===== src/rtl/lklist_pkg.sv =====
// Shared types and node-layout constants for the linked-list writer.
package lklist_pkg;

  typedef enum logic [1:0] {
    IDLE,
    WR_DATA,
    WR_TERM,
    WR_LINK
  } st_e;

  localparam int NODE_WORDS  = 2;
  localparam int NEXT_OFFSET = 1;
  localparam int NULL_PTR    = 0;

endpackage


===== src/rtl/lklist_writer_ctrl.sv =====
// Append sequencer: drives write select and the datapath load enables.
module lklist_writer_ctrl
  import lklist_pkg::*;
(
  input  logic clk,
  input  logic rst_n,
  input  logic in_valid,
  input  logic clear,
  input  logic full,
  input  logic first,
  output logic in_ready,
  output logic load,
  output logic clr,
  output logic done,
  output logic we,
  output logic busy,
  output st_e  sel
);

  st_e  state_q;
  logic we_q;
  logic idle;

  always_ff @(posedge clk) begin
    if (!rst_n) begin
      state_q <= IDLE;
      we_q    <= 1'b0;
    end else begin
      unique case (state_q)
        IDLE: begin
          if (load) begin
            state_q <= WR_DATA;
            we_q    <= 1'b1;
          end
        end
        WR_DATA: begin
          state_q <= WR_TERM;
          we_q    <= 1'b1;
        end
        WR_TERM: begin
          if (first) begin
            state_q <= IDLE;
            we_q    <= 1'b0;
          end else begin
            state_q <= WR_LINK;
            we_q    <= 1'b1;
          end
        end
        WR_LINK: begin
          state_q <= IDLE;
          we_q    <= 1'b0;
        end
        default: begin
          state_q <= IDLE;
          we_q    <= 1'b0;
        end
      endcase
    end
  end

  assign idle     = (state_q == IDLE);
  assign in_ready = idle & ~full & ~clear;
  assign load     = in_ready & in_valid;
  assign clr      = idle & clear;
  // The first node has no predecessor to link, so it ends at WR_TERM.
  assign done     = ((state_q == WR_TERM) & first)
                  | (state_q == WR_LINK);
  assign busy     = ~idle;
  assign we       = we_q & rst_n;
  assign sel      = state_q;

endmodule


===== src/rtl/lklist_writer.sv =====
// Linked-list builder: appends nodes (data, next) into a write-only RAM port.
// Optional running sum output when LKLIST_WRITER_SUM_EN is defined.
module lklist_writer
  import lklist_pkg::*;
#(
  parameter int WIDTH  = 32,
  parameter int ADDR_W = 4
) (
  input  logic              all_clk,
  input  logic              all_reset,
  input  logic              in_valid,
  input  logic [WIDTH-1:0]  in_data,
  output logic              in_ready,
  input  logic              clear,
  output logic              mem_we,
  output logic [ADDR_W-1:0] mem_addr,
  output logic [WIDTH-1:0]  mem_wdata,
  output logic [ADDR_W-1:0] node_count,
  output logic              full,
  output logic              empty,
  output logic              busy
`ifdef LKLIST_WRITER_SUM_EN
  ,
  output logic [WIDTH-1:0]  list_sum
`endif
);

  localparam int NODES = 2 ** (ADDR_W - 1);

  logic [WIDTH-1:0]  cur_data_q, cur_data_d;
  logic [ADDR_W-1:0] cur_base_q, cur_base_d;
  logic [ADDR_W-1:0] alloc_base_q, alloc_base_d;
  logic [ADDR_W-1:0] prev_base_q, prev_base_d;
  logic [ADDR_W-1:0] count_q, count_d;

  logic load, clr, done, we, first;
  st_e  sel;

  assign first = (count_q == '0);
  assign full  = (count_q == ADDR_W'(NODES));
  assign empty = first;

  lklist_writer_ctrl u_ctrl (
    .clk      (all_clk),
    .rst_n    (all_reset),
    .in_valid (in_valid),
    .clear    (clear),
    .full     (full),
    .first    (first),
    .in_ready (in_ready),
    .load     (load),
    .clr      (clr),
    .done     (done),
    .we       (we),
    .busy     (busy),
    .sel      (sel)
  );

  always_comb begin
    cur_data_d   = cur_data_q;
    cur_base_d   = cur_base_q;
    alloc_base_d = alloc_base_q;
    prev_base_d  = prev_base_q;
    count_d      = count_q;
    if (load) begin
      cur_data_d = in_data;
      cur_base_d = alloc_base_q;
    end
    if (clr) begin
      count_d      = '0;
      alloc_base_d = '0;
    end
    if (done) begin
      count_d      = count_q + ADDR_W'(1);
      prev_base_d  = cur_base_q;
      alloc_base_d = alloc_base_q + ADDR_W'(NODE_WORDS);
    end
  end

  always_ff @(posedge all_clk) begin
    if (!all_reset) begin
      cur_data_q   <= '0;
      cur_base_q   <= '0;
      alloc_base_q <= '0;
      prev_base_q  <= '0;
      count_q      <= '0;
    end else begin
      cur_data_q   <= cur_data_d;
      cur_base_q   <= cur_base_d;
      alloc_base_q <= alloc_base_d;
      prev_base_q  <= prev_base_d;
      count_q      <= count_d;
    end
  end

  assign node_count = count_q;
  assign mem_we     = we;

  always_comb begin
    mem_addr  = '0;
    mem_wdata = '0;
    if (we) begin
      unique case (1'b1)
        (sel == WR_DATA): begin
          mem_addr  = cur_base_q;
          mem_wdata = cur_data_q;
        end
        (sel == WR_TERM): begin
          mem_addr  = cur_base_q + ADDR_W'(NEXT_OFFSET);
          mem_wdata = WIDTH'(NULL_PTR);
        end
        (sel == WR_LINK): begin
          mem_addr  = prev_base_q + ADDR_W'(NEXT_OFFSET);
          mem_wdata = WIDTH'(cur_base_q);
        end
        default: begin
          mem_addr  = '0;
          mem_wdata = '0;
        end
      endcase
    end
  end

`ifdef LKLIST_WRITER_SUM_EN
  logic [WIDTH-1:0] sum_q, sum_d;

  always_comb begin
    sum_d = sum_q;
    if (clr) sum_d = '0;
    if (done) sum_d = sum_q + cur_data_q;
  end

  always_ff @(posedge all_clk) begin
    if (!all_reset) sum_q <= '0;
    else            sum_q <= sum_d;
  end

  assign list_sum = sum_q;
`endif

endmodule


===== config.mk =====
export PLATFORM = sky130hd
export DESIGN_NAME = lklist_writer
export DESIGN_NICKNAME = d
export VERILOG_FILES = /design/src/rtl/lklist_pkg.sv /design/src/rtl/lklist_writer_ctrl.sv /design/src/rtl/lklist_writer.sv
export SDC_FILE = /design/constraint.sdc
export NUM_CORES = 1
export LEC_CHECK = 0
export BUFFER_PORTS_ARGS = -buffer_cell sky130_fd_sc_hd__buf_2
export CORE_MARGIN = 3
export CORE_UTILIZATION = 44
export CTS_CLUSTER_DIAMETER = 40
export CTS_CLUSTER_SIZE = 40
export DETAILED_ROUTE_END_ITERATION = 8
export GPL_TIMING_DRIVEN = 1
export PLACE_DENSITY = 0.71
export RECOVER_POWER = 25
export SLEW_MARGIN = 20
export SYNTH_ARGS = -nofsm -noshare
export SYNTH_HDL_FRONTEND = slang
export SYNTH_SLANG_ARGS = --single-unit

===== constraint.sdc =====
create_clock -name all_clk -period 4.9 [get_ports all_clk]
set_input_delay 0 -clock all_clk [delete_from_list [all_inputs] [get_ports all_clk]]
set_output_delay 0 -clock all_clk [all_outputs]
set_load 0.1 [all_outputs]

==> impl_table.tex <==
\begin{tabular}{lr}
\hline
Metric & Value \\
\hline
\multicolumn{2}{l}{\textbf{CTS}} \\
Number of sinks on the clock net & 48 \\
Quantity of gates resized following cts & 0 \\
Clock-pin transition on the worst setup and hold timing paths & 0.08 ns \\
H-Tree Level Count & 2 \\
Root Buffer Master & sky130\_fd\_sc\_hd\_\_clkbuf\_8 \\
Longest Clk Path Bufs & 2 \\
Clock Latency Late Sink & 0.30 ns \\
CTS tree & done \\
Number of buffers created by CTS & 5 \\
\multicolumn{2}{l}{\textbf{Finish}} \\
Diodes inserted & 0 \\
Count of nets after finishing & 420 \\
Area grow syn2layout & 31.66\% \\
Final standard cell utilization of the core & 61.49\% \\
Filler instances & 464 \\
Leading cell type in the layout, fill and taps excluded & sky130\_fd\_sc\_hd\_\_nand2\_1 \\
Most frequent cells in the layout & 74 x sky130\_fd\_sc\_hd\_\_nand2\_1, 68 x sky130\_fd\_sc\_hd\_\_buf\_2, 48 x sky130\_fd\_sc\_hd\_\_dfxtp\_1, 40 x sky130\_fd\_sc\_hd\_\_mux2i\_1, 32 x sky130\_fd\_sc\_hd\_\_dlygate4sd3\_1 \\
Share of post-route cells with drive strength above 1 & 21.52\% \\
\multicolumn{2}{l}{\textbf{Synthesis}} \\
Syn Area/Cell & 8.643 µm² \\
Mapped Cells & 283 \\
Sequential fraction of the synthesis area & 39.28\% \\
Count of flip-flops with a built-in enable after synthesis & 0 \\
Distinct cell type count after synthesis & 34 \\
Async set or reset register ratio after synthesis & 0\% \\
Register bit total from synthesis & 48 \\
Synth Warn \# & 0 \\
Most frequently used flop master after synthesis & sky130\_fd\_sc\_hd\_\_dfxtp\_1 \\
Syn\_nets & 322 \\
Synthesized area & 2446 µm² \\
\multicolumn{2}{l}{\textbf{Global routing}} \\
Number of global-route vias before repair & 2,110 \\
First-pass GRT wire length & 9480 µm \\
Antenna violations before repair & 0 \\
Pin count of the biggest net entering global routing & 81 \\
Gr usage total & 18.40\% \\
Sum of overflow across all layers after global routing & 0 \\
\multicolumn{2}{l}{\textbf{Setup path}} \\
Launching point of the worst reg2reg path & node\_count[0]\$\_SDFFE\_PN0P\_ \\
Setup crit start kind & flop \\
WS Path Type & reg2out \\
Worst setup path start & node\_count[0]\$\_SDFFE\_PN0P\_ \\
Worst setup EP type & primary output \\
Highest fanout seen on the critical path & 10 \\
Critical Path AT & 2.87 ns \\
Required arrival time at the worst endpoint & 4.90 ns \\
\multicolumn{2}{l}{\textbf{Die}} \\
FP Rows & 26 \\
I/O pin count & 81 \\
Core region area & 5238 µm² \\
Effective utilization at floorplan & 46.70\% \\
Die outline area & 6490 µm² \\
Height of the die & 80.56 µm \\
Die extent in x & 80.56 µm \\
\multicolumn{2}{l}{\textbf{STA}} \\
Final Hold Violating Endpoints & 0 \\
Worst-case headroom to the max-slew limit & 16.77\% \\
Max Slew Vio Count & 0 \\
Accumulated negative setup slack & 0 ns \\
Share of the cycle needed by the critical path after routing & 58.53\% \\
Setup repair after global routing missed its margin & no \\
Clock skew & 0.003406 ns \\
Final setup violation count & 0 \\
Slew @ Worst Pin & 1.246 ns \\
Tmin final & 2.868 ns \\
Timing-limited maximum frequency & 348.7 MHz \\
\multicolumn{2}{l}{\textbf{Power}} \\
Standby leakage power & 1.412 nW \\
Max rail drop VDD & 0.1302 mV \\
Power density relative to cell area & 279.9 nW/µm² \\
Clock share of power & 36.7\% \\
Net load switching power & 0.2344 mW \\
Internal Pwr Total & 0.6672 mW \\
Sw Ratio & 26.00\% \\
Seq pwr share & 47.1\% \\
Portion of total power attributed to combinational logic & 16.2\% \\
\multicolumn{2}{l}{\textbf{Routing}} \\
Initial detailed-routing violation count & 117 \\
DR pass1 iterations & 4 \\
DRC violations left & 0 \\
Via count of the routed design & 2,199 \\
Routed vias/inst & 4.876 \\
Antenna Violating Nets Remaining & 0 \\
Routed len/inst & 12.47 µm \\
Routed WL & 5623 µm \\
\multicolumn{2}{l}{\textbf{Placed design}} \\
Buffers on Ports & 80 \\
GP Congestion & 0.7456 \\
Total half-perimeter wirelength after legalization and detailed placement & 3415 µm \\
\multicolumn{2}{l}{\textbf{Hold path}} \\
Hold Startpoint & clear \\
Min-delay worst type & in2reg \\
\multicolumn{2}{l}{\textbf{Run}} \\
Max Cap Violations & 0 \\
\multicolumn{2}{l}{\textbf{Outcome}} \\
Run status & completed \\
\hline
\end{tabular}
-- worst paths after layout --
check / to / slack, ns / depth (start not counted)
setup / recovery: empty / 2.03 / 4
setup reg to reg: u_ctrl.sel[1]$_SDFFE_PN0P_ / 2.69 / 5
hold / removal: node_count[3]$_SDFFE_PN0P_ / 0.18 / 4
hold reg to reg: cur_data_q[13]$_SDFFE_PN0P_ / 0.46 / 2
-- synthesized netlist by cell type, drive strengths merged, types with 2 or more instances --
cell type | n | share of area (%)
and2 | 29 | 7.4
a211oi | 2 | 0.61
clkbuf | 15 | 2.3
o211ai | 7 | 2.1
nand3 | 8 | 1.6
inv | 6 | 0.92
mux2i | 40 | 16
dfxtp | 48 | 39
buf | 9 | 4.4
nand2 | 74 | 11
nand4 | 6 | 1.5
a21oi | 12 | 2.5
nor2 | 4 | 0.61
ha | 3 | 1.5
and3 | 2 | 0.51
mux2 | 2 | 0.92
-- critical path, cell delays in order, from the launching register on --
cell	delay [ns]
sky130_fd_sc_hd__dfxtp_1	0.36
sky130_fd_sc_hd__inv_1	0.09
sky130_fd_sc_hd__ha_1	0.19
sky130_fd_sc_hd__nor3b_1	1.00
sky130_fd_sc_hd__clkbuf_1	0.93
-- repair_timing --
action | in CTS | in global routing
hold endpoints to repair | 32 | 0
buffers inserted | 0 | 0
hold buffers | 32 | 0
-- routing by layer --
layer,up-vias,share of wire (%),global-route usage [%]
met4,0,1.8,6.588
met3,9,6.0,4.372
met1,994,47,23.48
met2,67,45,30.13
met5,-,0,0
li1,1129,-,-
-- sequential cells by signal (all words and copies together), names as in the netlist --
name	flops
prev_base_q	3
cur_base_q	3
cur_data_q	32
node_count	4
u_ctrl.sel	2
u_ctrl.we_q	1
alloc_base_q	3
-- cell type report --
class	count	area [µm²]	share of cell area (%)
flip-flops and latches	48	960.9	29.84
well taps	70	87.58	2.720
repair buffers	115	728.2	22.61
clock buffers	5	68.82	2.137
multi-input cells	205	1292	40.13
clock inverters	2	60.06	1.865
inverters	6	22.52	0.6993
-- power by group through the flow --
stage	Clock, mW	Sequential, mW	Combinational, mW
floorplan	0	0.431	0.110
finish	0.331	0.424	0.147
global placement	0	0.433	0.127
global route	0.353	0.427	0.158
detailed placement	0	0.433	0.128
CTS	0.342	0.424	0.148
-- logic make-up after synthesis --
group	share of synthesized area, %
muxes	17.29
AOI/OAI and AO/OA	6.854
buffers and inverters	7.672
xor gates and xnor gates	0.3581
adders and majority gates	1.535
DFF	39.28
and+or+nand+nor	27.01
-- per-stage QoR --
stage | instance area [µm²] | hold slack, ns | setup WS (ns) | power, mW | cells
floorplan | 2446 | 0.1421 | 0.7753 | 0.5413 | 283
global placement | 2791 | 0.2503 | 2.845 | 0.5600 | 412
detailed placement | 2791 | 0.2527 | 2.771 | 0.5613 | 412
CTS | 3241 | 0.1652 | 2.550 | 0.9146 | 451
global route | 3221 | 0.1874 | 1.947 | 0.9386 | 451
finish | 3221 | 0.1786 | 2.032 | 0.9016 | 451
No activity file was read; power rests on OpenSTA's default activity.
